$ cat src/rtl/dl_pkg.sv
// Shared types for the ROM download sequencer: sequencer and drain state encodings
// plus the default ioctl stream indices.
package dl_pkg;

  typedef enum logic [1:0] {SeqIdle, SeqLoad, SeqHold, SeqRun} seq_state_e;

  typedef enum logic {DrnIdle, DrnWr} drain_state_e;

  localparam logic [7:0] BramIndexDefault  = 8'd0;
  localparam logic [7:0] ModeIndexDefault  = 8'd1;
  localparam logic [7:0] SdramIndexDefault = 8'd2;

endpackage

$ cat src/rtl/rom_download_sequencer_if.sv
// HPS ioctl byte stream and SDRAM write port bundled as one interface.
// The slave modport is the sequencer's view; master is the HPS/SDRAM side.
interface rom_download_sequencer_if #(
  parameter int unsigned ADDR_W       = 24,
  parameter int unsigned SDRAM_ADDR_W = 25
);

  logic                    ioctl_download;
  logic                    ioctl_wr;
  logic [7:0]              ioctl_index;
  logic [ADDR_W-1:0]       ioctl_addr;
  logic [7:0]              ioctl_dout;
  logic                    ioctl_wait;
  logic [SDRAM_ADDR_W-1:0] sdram_addr;
  logic [7:0]              sdram_din;
  logic                    sdram_wr;
  logic                    sdram_ack;

  modport master (
    output ioctl_download, ioctl_wr, ioctl_index, ioctl_addr, ioctl_dout, sdram_ack,
    input  ioctl_wait, sdram_addr, sdram_din, sdram_wr
  );

  modport slave (
    input  ioctl_download, ioctl_wr, ioctl_index, ioctl_addr, ioctl_dout, sdram_ack,
    output ioctl_wait, sdram_addr, sdram_din, sdram_wr
  );

endinterface

$ cat src/rtl/dl_sync_fifo.sv
// Small synchronous FIFO; exposes the head and the entry behind it so the drain
// side can reload its output registers on the same edge it pops.
module dl_sync_fifo #(
  parameter int unsigned DEPTH = 4,
  parameter int unsigned WIDTH = 32
) (
  input  logic                       clk_sys,
  input  logic                       reset_n,
  input  logic                       push,
  input  logic                       pop,
  input  logic [WIDTH-1:0]           wdata,
  output logic [WIDTH-1:0]           head,
  output logic [WIDTH-1:0]           head_next,
  output logic                       full,
  output logic                       empty,
  output logic [$clog2(DEPTH+1)-1:0] count
);

  localparam int unsigned PtrW = $clog2(DEPTH);
  localparam int unsigned CntW = $clog2(DEPTH + 1);

  logic [WIDTH-1:0] mem_q [DEPTH];
  logic [PtrW-1:0]  rd_ptr_q, wr_ptr_q;
  logic [CntW-1:0]  count_q;
  logic             push_ok, pop_ok;

  assign full      = (count_q == CntW'(DEPTH));
  assign empty     = (count_q == '0);
  assign count     = count_q;
  assign pop_ok    = pop & ~empty;
  // A push into a full FIFO still fits when the head leaves on the same edge.
  assign push_ok   = push & (~full | pop_ok);
  assign head      = mem_q[rd_ptr_q];
  assign head_next = mem_q[rd_ptr_q + PtrW'(1)];

  always_ff @(posedge clk_sys) begin
    if (push_ok) mem_q[wr_ptr_q] <= wdata;
  end

  always_ff @(posedge clk_sys or negedge reset_n) begin
    if (!reset_n) begin
      rd_ptr_q <= '0;
      wr_ptr_q <= '0;
      count_q  <= '0;
    end else begin
      if (push_ok) wr_ptr_q <= wr_ptr_q + PtrW'(1);
      if (pop_ok)  rd_ptr_q <= rd_ptr_q + PtrW'(1);
      if (push_ok && !pop_ok)      count_q <= count_q + CntW'(1);
      else if (!push_ok && pop_ok) count_q <= count_q - CntW'(1);
    end
  end

endmodule

$ cat src/rtl/rom_download_sequencer.sv
// Buffers SDRAM-bound ioctl bytes, drains them under req/ack, latches game_mode and
// holds the game core in reset until a ROM has loaded, drained and aged HOLD_CYCLES.
module rom_download_sequencer
  import dl_pkg::*;
#(
  parameter int unsigned ADDR_W       = 24,
  parameter int unsigned SDRAM_ADDR_W = 25,
  parameter int unsigned FIFO_DEPTH   = 4,
  parameter int unsigned HOLD_CYCLES  = 255,
  parameter logic [7:0]  BRAM_INDEX   = BramIndexDefault,
  parameter logic [7:0]  MODE_INDEX   = ModeIndexDefault,
  parameter logic [7:0]  SDRAM_INDEX  = SdramIndexDefault
) (
  input  logic                           clk_sys,
  input  logic                           reset_n,
  rom_download_sequencer_if.slave        dl_bus,
  output logic [4:0]                     game_mode,
  output logic                           core_reset,
  output logic                           rom_loaded,
  output logic                           fifo_overflow
);

  localparam int unsigned EntryW   = ADDR_W + 8;
  localparam int unsigned FifoCntW = $clog2(FIFO_DEPTH + 1);
  localparam int unsigned HoldCntW = (HOLD_CYCLES > 0) ? $clog2(HOLD_CYCLES + 1) : 1;

  seq_state_e            seq_q;
  drain_state_e          drain_q;
  logic [HoldCntW-1:0]   hold_cnt_q;
  logic                  core_reset_q, rom_loaded_q, overflow_q, wait_q;
  logic [4:0]            game_mode_q;
  logic [SDRAM_ADDR_W-1:0] sdram_addr_q;
  logic [7:0]            sdram_din_q;
  logic                  sdram_wr_q;

  logic                  rom_dl, push, pop, push_ok;
  logic                  fifo_full, fifo_empty;
  logic [FifoCntW-1:0]   fifo_count, count_nxt;
  logic [EntryW-1:0]     push_entry, fifo_head, fifo_head_next, load_entry;
  logic                  drain_load;

  assign rom_dl = dl_bus.ioctl_download &
                  ((dl_bus.ioctl_index == BRAM_INDEX) | (dl_bus.ioctl_index == SDRAM_INDEX));
  assign push       = dl_bus.ioctl_download & dl_bus.ioctl_wr & (dl_bus.ioctl_index == SDRAM_INDEX);
  assign pop        = (drain_q == DrnWr) & dl_bus.sdram_ack;
  assign push_ok    = push & (~fifo_full | pop);
  assign push_entry = {dl_bus.ioctl_addr, dl_bus.ioctl_dout};

  dl_sync_fifo #(
    .DEPTH (FIFO_DEPTH),
    .WIDTH (EntryW)
  ) u_fifo (
    .clk_sys   (clk_sys),
    .reset_n   (reset_n),
    .push      (push),
    .pop       (pop),
    .wdata     (push_entry),
    .head      (fifo_head),
    .head_next (fifo_head_next),
    .full      (fifo_full),
    .empty     (fifo_empty),
    .count     (fifo_count)
  );

  always_comb begin
    count_nxt = fifo_count;
    if (push_ok && !pop)      count_nxt = fifo_count + FifoCntW'(1);
    else if (!push_ok && pop) count_nxt = fifo_count - FifoCntW'(1);
  end

  // Entry the drain registers take on this edge. With one entry left, a byte pushed on
  // the ack edge is not in FIFO memory yet, so it is taken straight from the input.
  always_comb begin
    drain_load = 1'b0;
    load_entry = fifo_head;
    if (drain_q == DrnIdle && !fifo_empty) begin
      drain_load = 1'b1;
    end else if (pop && fifo_count > FifoCntW'(1)) begin
      drain_load = 1'b1;
      load_entry = fifo_head_next;
    end else if (pop && push_ok) begin
      drain_load = 1'b1;
      load_entry = push_entry;
    end
  end

  always_ff @(posedge clk_sys or negedge reset_n) begin
    if (!reset_n) begin
      drain_q      <= DrnIdle;
      sdram_addr_q <= '0;
      sdram_din_q  <= '0;
      sdram_wr_q   <= 1'b0;
    end else if (drain_load) begin
      drain_q      <= DrnWr;
      sdram_addr_q <= SDRAM_ADDR_W'(load_entry[EntryW-1:8]);
      sdram_din_q  <= load_entry[7:0];
      sdram_wr_q   <= 1'b1;
    end else if (pop) begin
      drain_q      <= DrnIdle;
      sdram_wr_q   <= 1'b0;
    end
  end

  always_ff @(posedge clk_sys or negedge reset_n) begin
    if (!reset_n) begin
      game_mode_q <= '0;
      overflow_q  <= 1'b0;
      wait_q      <= 1'b0;
    end else begin
      if (dl_bus.ioctl_wr && dl_bus.ioctl_index == MODE_INDEX) game_mode_q <= dl_bus.ioctl_dout[4:0];
      if (push && !push_ok) overflow_q <= 1'b1;
      wait_q <= (count_nxt >= FifoCntW'(FIFO_DEPTH - 1));
    end
  end

  always_ff @(posedge clk_sys or negedge reset_n) begin
    if (!reset_n) begin
      seq_q        <= SeqIdle;
      hold_cnt_q   <= '0;
      core_reset_q <= 1'b1;
      rom_loaded_q <= 1'b0;
    end else begin
      case (seq_q)
        SeqIdle: begin
          if (rom_dl) begin
            seq_q        <= SeqLoad;
            rom_loaded_q <= 1'b1;
          end
        end
        SeqLoad: begin
          if (!rom_dl && fifo_empty && drain_q == DrnIdle) begin
            seq_q      <= SeqHold;
            hold_cnt_q <= HoldCntW'(HOLD_CYCLES);
          end
        end
        SeqHold: begin
          if (rom_dl) begin
            seq_q        <= SeqLoad;
            rom_loaded_q <= 1'b1;
          end else if (hold_cnt_q == '0) begin
            seq_q        <= SeqRun;
            core_reset_q <= 1'b0;
          end else begin
            hold_cnt_q <= hold_cnt_q - HoldCntW'(1);
          end
        end
        SeqRun: begin
          if (rom_dl) begin
            seq_q        <= SeqLoad;
            core_reset_q <= 1'b1;
            rom_loaded_q <= 1'b1;
          end
        end
        default: seq_q <= SeqIdle;
      endcase
    end
  end

  assign dl_bus.ioctl_wait = wait_q;
  assign dl_bus.sdram_addr = sdram_addr_q;
  assign dl_bus.sdram_din  = sdram_din_q;
  assign dl_bus.sdram_wr   = sdram_wr_q;
  assign game_mode         = game_mode_q;
  assign core_reset        = core_reset_q;
  assign rom_loaded        = rom_loaded_q;
  assign fifo_overflow     = overflow_q;

endmodule

$ cat src/flat_wrapper.sv
// flat-port wrapper written by rule: the top's interface ports become plain ports
module rom_download_sequencer_flat import dl_pkg::*;
#(
  parameter int unsigned ADDR_W       = 24,
  parameter int unsigned SDRAM_ADDR_W = 25,
  parameter int unsigned FIFO_DEPTH   = 4,
  parameter int unsigned HOLD_CYCLES  = 255,
  parameter logic [7:0]  BRAM_INDEX   = BramIndexDefault,
  parameter logic [7:0]  MODE_INDEX   = ModeIndexDefault,
  parameter logic [7:0]  SDRAM_INDEX  = SdramIndexDefault
)
  (clk_sys, reset_n, game_mode, core_reset, rom_loaded, fifo_overflow, dl_bus_ioctl_download, dl_bus_ioctl_wr, dl_bus_ioctl_index, dl_bus_ioctl_addr, dl_bus_ioctl_dout, dl_bus_sdram_ack, dl_bus_ioctl_wait, dl_bus_sdram_addr, dl_bus_sdram_din, dl_bus_sdram_wr);
  rom_download_sequencer_if #(.ADDR_W(ADDR_W), .SDRAM_ADDR_W(SDRAM_ADDR_W)) dl_bus_i ();
  input  logic clk_sys;
  input  logic reset_n;
  output logic [4:0] game_mode;
  output logic core_reset;
  output logic rom_loaded;
  output logic fifo_overflow;
  input wire logic [$bits(dl_bus_i.ioctl_download)-1:0] dl_bus_ioctl_download;
  input wire logic [$bits(dl_bus_i.ioctl_wr)-1:0] dl_bus_ioctl_wr;
  input wire logic [$bits(dl_bus_i.ioctl_index)-1:0] dl_bus_ioctl_index;
  input wire logic [$bits(dl_bus_i.ioctl_addr)-1:0] dl_bus_ioctl_addr;
  input wire logic [$bits(dl_bus_i.ioctl_dout)-1:0] dl_bus_ioctl_dout;
  input wire logic [$bits(dl_bus_i.sdram_ack)-1:0] dl_bus_sdram_ack;
  output wire logic [$bits(dl_bus_i.ioctl_wait)-1:0] dl_bus_ioctl_wait;
  output wire logic [$bits(dl_bus_i.sdram_addr)-1:0] dl_bus_sdram_addr;
  output wire logic [$bits(dl_bus_i.sdram_din)-1:0] dl_bus_sdram_din;
  output wire logic [$bits(dl_bus_i.sdram_wr)-1:0] dl_bus_sdram_wr;
  assign dl_bus_i.ioctl_download = dl_bus_ioctl_download;
  assign dl_bus_i.ioctl_wr = dl_bus_ioctl_wr;
  assign dl_bus_i.ioctl_index = dl_bus_ioctl_index;
  assign dl_bus_i.ioctl_addr = dl_bus_ioctl_addr;
  assign dl_bus_i.ioctl_dout = dl_bus_ioctl_dout;
  assign dl_bus_i.sdram_ack = dl_bus_sdram_ack;
  assign dl_bus_ioctl_wait = dl_bus_i.ioctl_wait;
  assign dl_bus_sdram_addr = dl_bus_i.sdram_addr;
  assign dl_bus_sdram_din = dl_bus_i.sdram_din;
  assign dl_bus_sdram_wr = dl_bus_i.sdram_wr;
  rom_download_sequencer #(.ADDR_W(ADDR_W), .SDRAM_ADDR_W(SDRAM_ADDR_W), .FIFO_DEPTH(FIFO_DEPTH), .HOLD_CYCLES(HOLD_CYCLES), .BRAM_INDEX(BRAM_INDEX), .MODE_INDEX(MODE_INDEX), .SDRAM_INDEX(SDRAM_INDEX)) u_core (.clk_sys(clk_sys), .reset_n(reset_n), .dl_bus(dl_bus_i), .game_mode(game_mode), .core_reset(core_reset), .rom_loaded(rom_loaded), .fifo_overflow(fifo_overflow));
endmodule
$ cat config.mk
export PLATFORM = sky130hd
export DESIGN_NAME = rom_download_sequencer_flat
export DESIGN_NICKNAME = d
export VERILOG_FILES = /design/src/rtl/dl_pkg.sv /design/src/rtl/rom_download_sequencer_if.sv /design/src/rtl/dl_sync_fifo.sv /design/src/rtl/rom_download_sequencer.sv /design/src/flat_wrapper.sv
export SDC_FILE = /design/constraint.sdc
export NUM_CORES = 1
export LEC_CHECK = 0
export BUFFER_PORTS_ARGS = -buffer_cell sky130_fd_sc_hd__buf_2
export CAP_MARGIN = 5
export CORE_ASPECT_RATIO = 0.9
export CORE_UTILIZATION = 50
export CTS_CLUSTER_DIAMETER = 30
export DETAILED_ROUTE_END_ITERATION = 8
export HOLD_SLACK_MARGIN = 0.02
export PLACE_DENSITY = 0.69
export SLEW_MARGIN = 20
export SYNTH_ARGS = -nofsm -noshare
export SYNTH_HDL_FRONTEND = slang
export SYNTH_SLANG_ARGS = --single-unit
$ cat constraint.sdc
create_clock -name clk_sys -period 3.9 [get_ports clk_sys]
set_input_delay 0.39 -clock clk_sys [delete_from_list [all_inputs] [get_ports clk_sys]]
set_output_delay 0.39 -clock clk_sys [all_outputs]
set_load 0.1 [all_outputs]
# Word-level counts from Yosys, hierarchy flattened
# Memory sizes are Yosys's and may differ from the RTL's.
# Index checks and enable logic that the tools add are counted.
[word_totals]
ramBits = 128
wordCells = 105
in_bits = 45
output_inout_bits = 43
n_memories = 1
register_bits = 59
[classes]
eq_ne = 13
reduce_logical = 31
bitwise = 13
addsub = 5
muxes = 27
n_lt_le_gt_ge = 2
[memory_table]
columns = ["name", "depth", "word_bits", "rd", "rd_clocked_by_memory_dff", "wr", "line", "source"]
rows = [
  ["u_core.u_fifo.mem_q", 4, 32, 2, 0, 1, "dl_sync_fifo.sv:22", "logic [WIDTH-1:0] mem_q [DEPTH];"],
]
[op_table]
columns = ["cell", "n"]
rows = [
  ["$mux W32", 3],
  ["$mux W8", 3],
  ["$logic_not A8 Y1", 2],
  ["$pmux W8 S2", 1],
  ["$mux W3", 4],
  ["$logic_and A1 B1 Y1", 11],
  ["$mux W1", 10],
  ["$eq A8 B1 Y1 const B", 1],
  ["$eq A8 B2 Y1 const B", 1],
  ["$mux W2", 4],
  ["$ne A2 B1 Y1 const B", 4],
  ["$reduce_and A4 Y1", 2],
  ["$reduce_bool A2 Y1", 4],
  ["$sub A8 B1 Y8 const B", 1],
  ["$and A1 B1 Y1", 7],
  ["$logic_not A1 Y1", 6],
  ["$pmux W2 S3", 1],
  ["$add A2 B1 Y2 const B", 2],
  ["$eq A2 B2 Y1 const B", 2],
  ["$ne A2 B2 Y1 const B", 2],
  ["$add A3 B1 Y3 const B", 1],
  ["$eq A3 B3 Y1 const B", 1],
  ["$ge A3 B2 Y1 const B", 1],
  ["$gt A3 B1 Y1 const B", 1],
  ["12 further kinds", 16],
]

# Depth between registers and ports, before layout
[logic_depth]
word_depth = 9
depth_mapped = 9
depth_no_buf = 8

# Cells and area by module
# From an unflattened synthesis, not the netlist that was laid out.
[hier_totals]
cells_unflattened = 477
hier_area_um2 = 8568.2
[modules_own_cells]
columns = ["mod", "seq_area_each_um2", "area_each_um2", "cells_per_inst", "n_inst"]
rows = [
  ["dl_sync_fifo", 4018.9, 5831.8, 241, 1],
  ["rom_download_sequencer", 1302.5, 2736.4, 236, 1],
]

# Least setup slack after synthesis
# Ideal clock, no wire load.
[synth_timing]
path_type = "register to register"
startpoint = "register u_core.dl_bus.sdram_wr (netlist name)"
endpoint = "memory u_core.u_fifo.mem_q[0][0], enable pin"
t_required_ps = 3508
arrival_time_ps = 2479
setup_time_ps = 392
path_buffers = 0
synth_period_minus_slack_ps = 2871
setup_slack_ps = 1029
path_stages_with_launch = 4
cell_sequence = "dfrtp_1 > nand2_1 > a31oi_2 > and2_1"
[synth_lines]
columns = ["element", "line"]
rows = [
  ["to (decl)", "dl_sync_fifo.sv:22"],
]

# Worst setup path after layout
[layout_timing]
startpoint = "register u_core.u_fifo.count_q[1], in the netlist u_core.u_fifo.count[1]"
endpoint = "register u_core.sdram_addr_q[9], in the netlist u_core.dl_bus.sdram_addr[9]"
[layout_via]
elab_chain_len = 8
word_cells_on_any_way = 16
classes_between = "order compare (1); eq/ne (1); mux (6); bitwise (3); reduce/logical (5)"
[layout_rtl]
columns = ["element", "line", "source"]
rows = [
  ["from (decl)", "dl_sync_fifo.sv:24", "logic [CntW-1:0] count_q;"],
  ["from (signal assigned)", "dl_sync_fifo.sv:48", "if (push_ok && !pop_ok) count_q <= count_q + CntW'(1);"],
  ["from (signal assigned)", "dl_sync_fifo.sv:49", "else if (!push_ok && pop_ok) count_q <= count_q - CntW'(1);"],
  ["$eq A3 B3 Y1", "dl_sync_fifo.sv:27", "assign full = (count_q == CntW'(DEPTH));"],
  ["$not A1 Y1", "rom_download_sequencer.sv:46", "assign push_ok = push & (~fifo_full | pop);"],
  ["$or A1 B1 Y1", "rom_download_sequencer.sv:46", ""],
  ["$and A1 B1 Y1", "rom_download_sequencer.sv:46", ""],
  ["$logic_and A1 B1 Y1", "rom_download_sequencer.sv:81", "end else if (pop && push_ok) begin"],
  ["$mux W32 / $mux W1 (equally long branches)", "rom_download_sequencer.sv:81", ""],
  ["$mux W32 / $mux W1 (equally long branches)", "rom_download_sequencer.sv:78", "end else if (pop && fifo_count > FifoCntW'(1)) begin"],
  ["$mux W32 / $mux W1 (equally long branches)", "rom_download_sequencer.sv:76", "if (drain_q == DrnIdle && !fifo_empty) begin"],
  ["to (signal assigned)", "rom_download_sequencer.sv:95", "sdram_addr_q <= SDRAM_ADDR_W'(load_entry[EntryW-1:8]);"],
  ["to (decl)", "rom_download_sequencer.sv:32", "logic [SDRAM_ADDR_W-1:0] sdram_addr_q;"],
]
# Several ways; a longest one is shown, not always the timed one.
# A chain may end at the register's enable or synchronous reset.

==> impl_metrics.toml <==
[synthesis]
synthTopCellsByArea = "edfxtp_1 43%, dfrtp_1 16%, mux2_2 8.9%"
synth_flop_cell = "edfxtp_1"
yosysSeqAreaShare = 0.602
syn_nets = 635
synth_largest_area_cell = "edfxtp_1"
ys_warn_count = 0
synth_edf_count = 128
syn_inst = 575
ys_ff_latch = 187
synth_top_area_share = 0.435
synthArstFlopShare = 0.316
mappedNetlistArea_mm2 = 0.00885
synth_area_per_cell_um2 = 15.4
synth_cell_type_count = 63

[pwr]
p_leak_uw = 0.00377
peakVddDrop_v = 0.000453
power_density_mw_per_mm2 = 828

[floorplanning]
start_util = 0.519
coreArea_mm2 = 0.0171
die_area_mm2 = 0.0182
io_pins = 88
die_h_um = 128
die_x_um = 142
num_rows = 45

[clock_network]
cts_root_buf = "clkbuf_16"
cts_resized = 0
cts_max_level = 4
cts_tree = "yes"
clockBufferDepth = 2
clock-sinks = 187
postCtsHoldBufs = 0
cts_buffers = 17
post_cts.repair.setup_buffers = 0
clk_pin_slew_ns = 0.07
insertion_delay_ns = 0.43

[worst_setup_path]
critPathMaxFanout = 33
cp_cell_sequence = "inv_1, ha_1, o21ba_2, o21a_2, or2_0, a21oi_1"
cp_slowest_stage_delay_ns = 0.66
crit_type = "register to register"
critPathRequiredTime_ns = 4.17
cp-end-kind = "register"
worstPathArrival_ns = 2.90
cp-start-kind = "register"
cp_slowest_cell = "o21a_2"

[sta]
setup_tns_ns = 0
fin_skew_ns = 0.00839
timing.fmax_mhz = 380
finalSetupViolations = 0
worst_pin_slew_ns = 1.10
drv_slew = 0
min_period_ns = 2.63
slew_headroom = 0.266
min_period_over_period = 0.675
rsz0062_at_grt = "no"
final_hold_viol_count = 0

[grt]
grt-ovfl-total = 0
grt-busiest-layer = "met2"
use_met3 = 0.0545
grt_use_met2 = 0.393
grt_pass1_vias = 5940
gr-usage-met1 = 0.305
antenna_found_initial = 1
grt_start_max_net_pins = 76
grt_util_all_layers = 0.239
grt_pass1_wl_um = 32300

[final_layout]
seq_area_mm2 = 0.00533
design_area_mm2 = 0.0100
nets = 712
multi_input_area_mm2 = 0.00324
drive_above_1_share = 0.364
fillCellCount = 1319
syn_to_final_growth_pct = 13.4

[place]
dp_hpwl_um = 13200
post_dp_cell_area_mm2 = 0.00946
portBuffers = 86
place_congestion = 0.821

[drt]
vias = 5765
dr.pass1.iters = 5
wl_per_cell_um = 23.1
viasPerCell = 6.40
drc_errors = 0
drt_wl_total_um = 20900
ant_nets = 0
drt_iter0_markers = 379

[run]
maxCapViolCount = 0

[worst_hold_path]
min_path_type = "input port to asynchronous set/reset pin"

[run_status]
status = "finished clean"
per-layer routing:
metal	vias to the layer above	part of all wire
li1	2538	-
met1	2975	0.41
met2	212	0.50
met3	40	0.063
met4	0	0.022
met5	-	0
kinds of logic after synthesis:
| kind of cell | after synthesis | synth area share |
|---|---|---|
| fa+ha+maj | 15 | 0.0212 |
| buf+inv | 57 | 0.0341 |
| xor+xnor | 8 | 0.00792 |
| mux | 93 | 0.146 |
| other cells | 1 | 0.000424 |
| flops | 187 | 0.602 |
| simple gates | 83 | 0.0594 |
| compound gates | 131 | 0.129 |
registers in the layout (all words and copies together), names as in the netlist, 2 cells and up:
signal and cells:
u_core.u_fifo.mem_q 128, u_core.dl_bus.sdram_addr 24, u_core.dl_bus.sdram_din 8, u_core.hold_cnt_q 8, u_core.game_mode 5, u_core.u_fifo.count 3
u_core.seq_q 2, u_core.u_fifo.rd_ptr_q 2, u_core.u_fifo.wr_ptr_q 2
cell type report:
class,count,area share
Multi-Input combinational cell,331,0.323
Clock buffer,20,0.0445
Antenna cell,1,0.000250
Clock inverter,12,0.0115
Inverter,12,0.00449
Tap cell,235,0.0293
Sequential cell,187,0.531
Timing Repair Buffer,103,0.0557
power by group:
group          internal [uW]  total, uW  switching, uW  leakage (uW)
registers               2390       2820            430       0.00184
logic                   1290       3830           2540       0.00166
clock network            907       1650            747      0.000274
worst max-delay path, delay by kind of cell, from the launching register on:
kind | cells | cell delay (ns)
compound gates | 3 | 1.10
simple gates | 1 | 0.64
flops | 1 | 0.43
fa+ha+maj | 1 | 0.18
buf+inv | 1 | 0.10
cell usage in the layout (no fill, tap or decap), types with 3 or more instances in the layout:
| cell | netlist | routed |
|---|---|---|
| or4_1 | 7 | 7 |
| o21ai_0 | 4 | 4 |
| nand2_1 | 6 | 6 |
| nand2b_1 | 3 | 3 |
| nand3_1 | 10 | 10 |
| mux2_2 | 70 | 70 |
| edfxtp_1 | 128 | 128 |
| ha_1 | 15 | 15 |
| a21oi_1 | 18 | 18 |
| clkbuf_16 | 0 | 17 |
| a221o_1 | 64 | 64 |
| nor2_1 | 6 | 5 |
| inv_1 | 12 | 12 |
| inv_6 | 0 | 4 |
| o31ai_1 | 7 | 7 |
| buf_4 | 4 | 17 |
| a32oi_1 | 10 | 10 |
| dfrtp_1 | 58 | 56 |
| xor2_1 | 3 | 3 |
| clkinv_2 | 0 | 3 |
| o32ai_1 | 10 | 10 |
| and3_1 | 22 | 22 |
| and2_1 | 6 | 6 |
| buf_2 | 21 | 86 |
| mux4_2 | 22 | 22 |
| xnor2_1 | 5 | 5 |
cells in the mapped netlist (2+ instances only):
master      n
and3_1     22
o21bai_1    2
or4_1       7
buf_6       6
buf_2      21
buf_4       4
a41o_1      2
mux4_2     22
dfrtp_1    58
o21ai_0     4
a21oi_1    18
xnor2_1     5
ha_1       15
a32oi_1    10
mux2_2     70
a221o_1    64
nor4_1      2
edfxtp_1  128
inv_1      12
clkbuf_1   12
o32ai_1    10
nand2b_1    3
or2_2       2
xor2_1      3
nor2_1      6
o21a_1      2
or3_1       2
nand3_1    10
o31ai_1     7
nand2_1     6
nor3_1      3
and2_1      6
stage by stage:
step           cells  utilization  setup WS, ns  hold slack [ns]  total power, uW
6_report         901        0.588          1.27           0.0759             8300
3_3_place_gp     868        0.555          1.24            0.461             6560
2_1_floorplan    575            -          1.03           0.0944             5970
3_5_place_dp     868        0.555          1.16            0.463             6680
4_1_cts          900        0.588          1.28            0.104             8330
5_1_grt          900        0.588          1.13            0.133             8660
worst paths after layout:
| check | startpoint | to | slack [ns] | cells after the start |
|---|---|---|---|---|
| hold / removal | reset_n | u_core.dl_bus.sdram_din[6] | 0.08 | 1 |
| setup reg to reg | u_core.u_fifo.count[1] | u_core.dl_bus.sdram_addr[9] | 1.27 | 6 |
| max in group asynchronous | reset_n | u_core.core_reset | 2.97 | 2 |
| min in group clk_sys | dl_bus_ioctl_addr[1] | u_core.u_fifo.mem_q[2][9] | 0.19 | 1 |
| hold reg to reg | u_core.rom_loaded | u_core.rom_loaded | 0.48 | 1 |
| setup / recovery | u_core.u_fifo.count[1] | u_core.dl_bus.sdram_addr[9] | 1.27 | 6 |
Power figures use the tool's default switching activity.
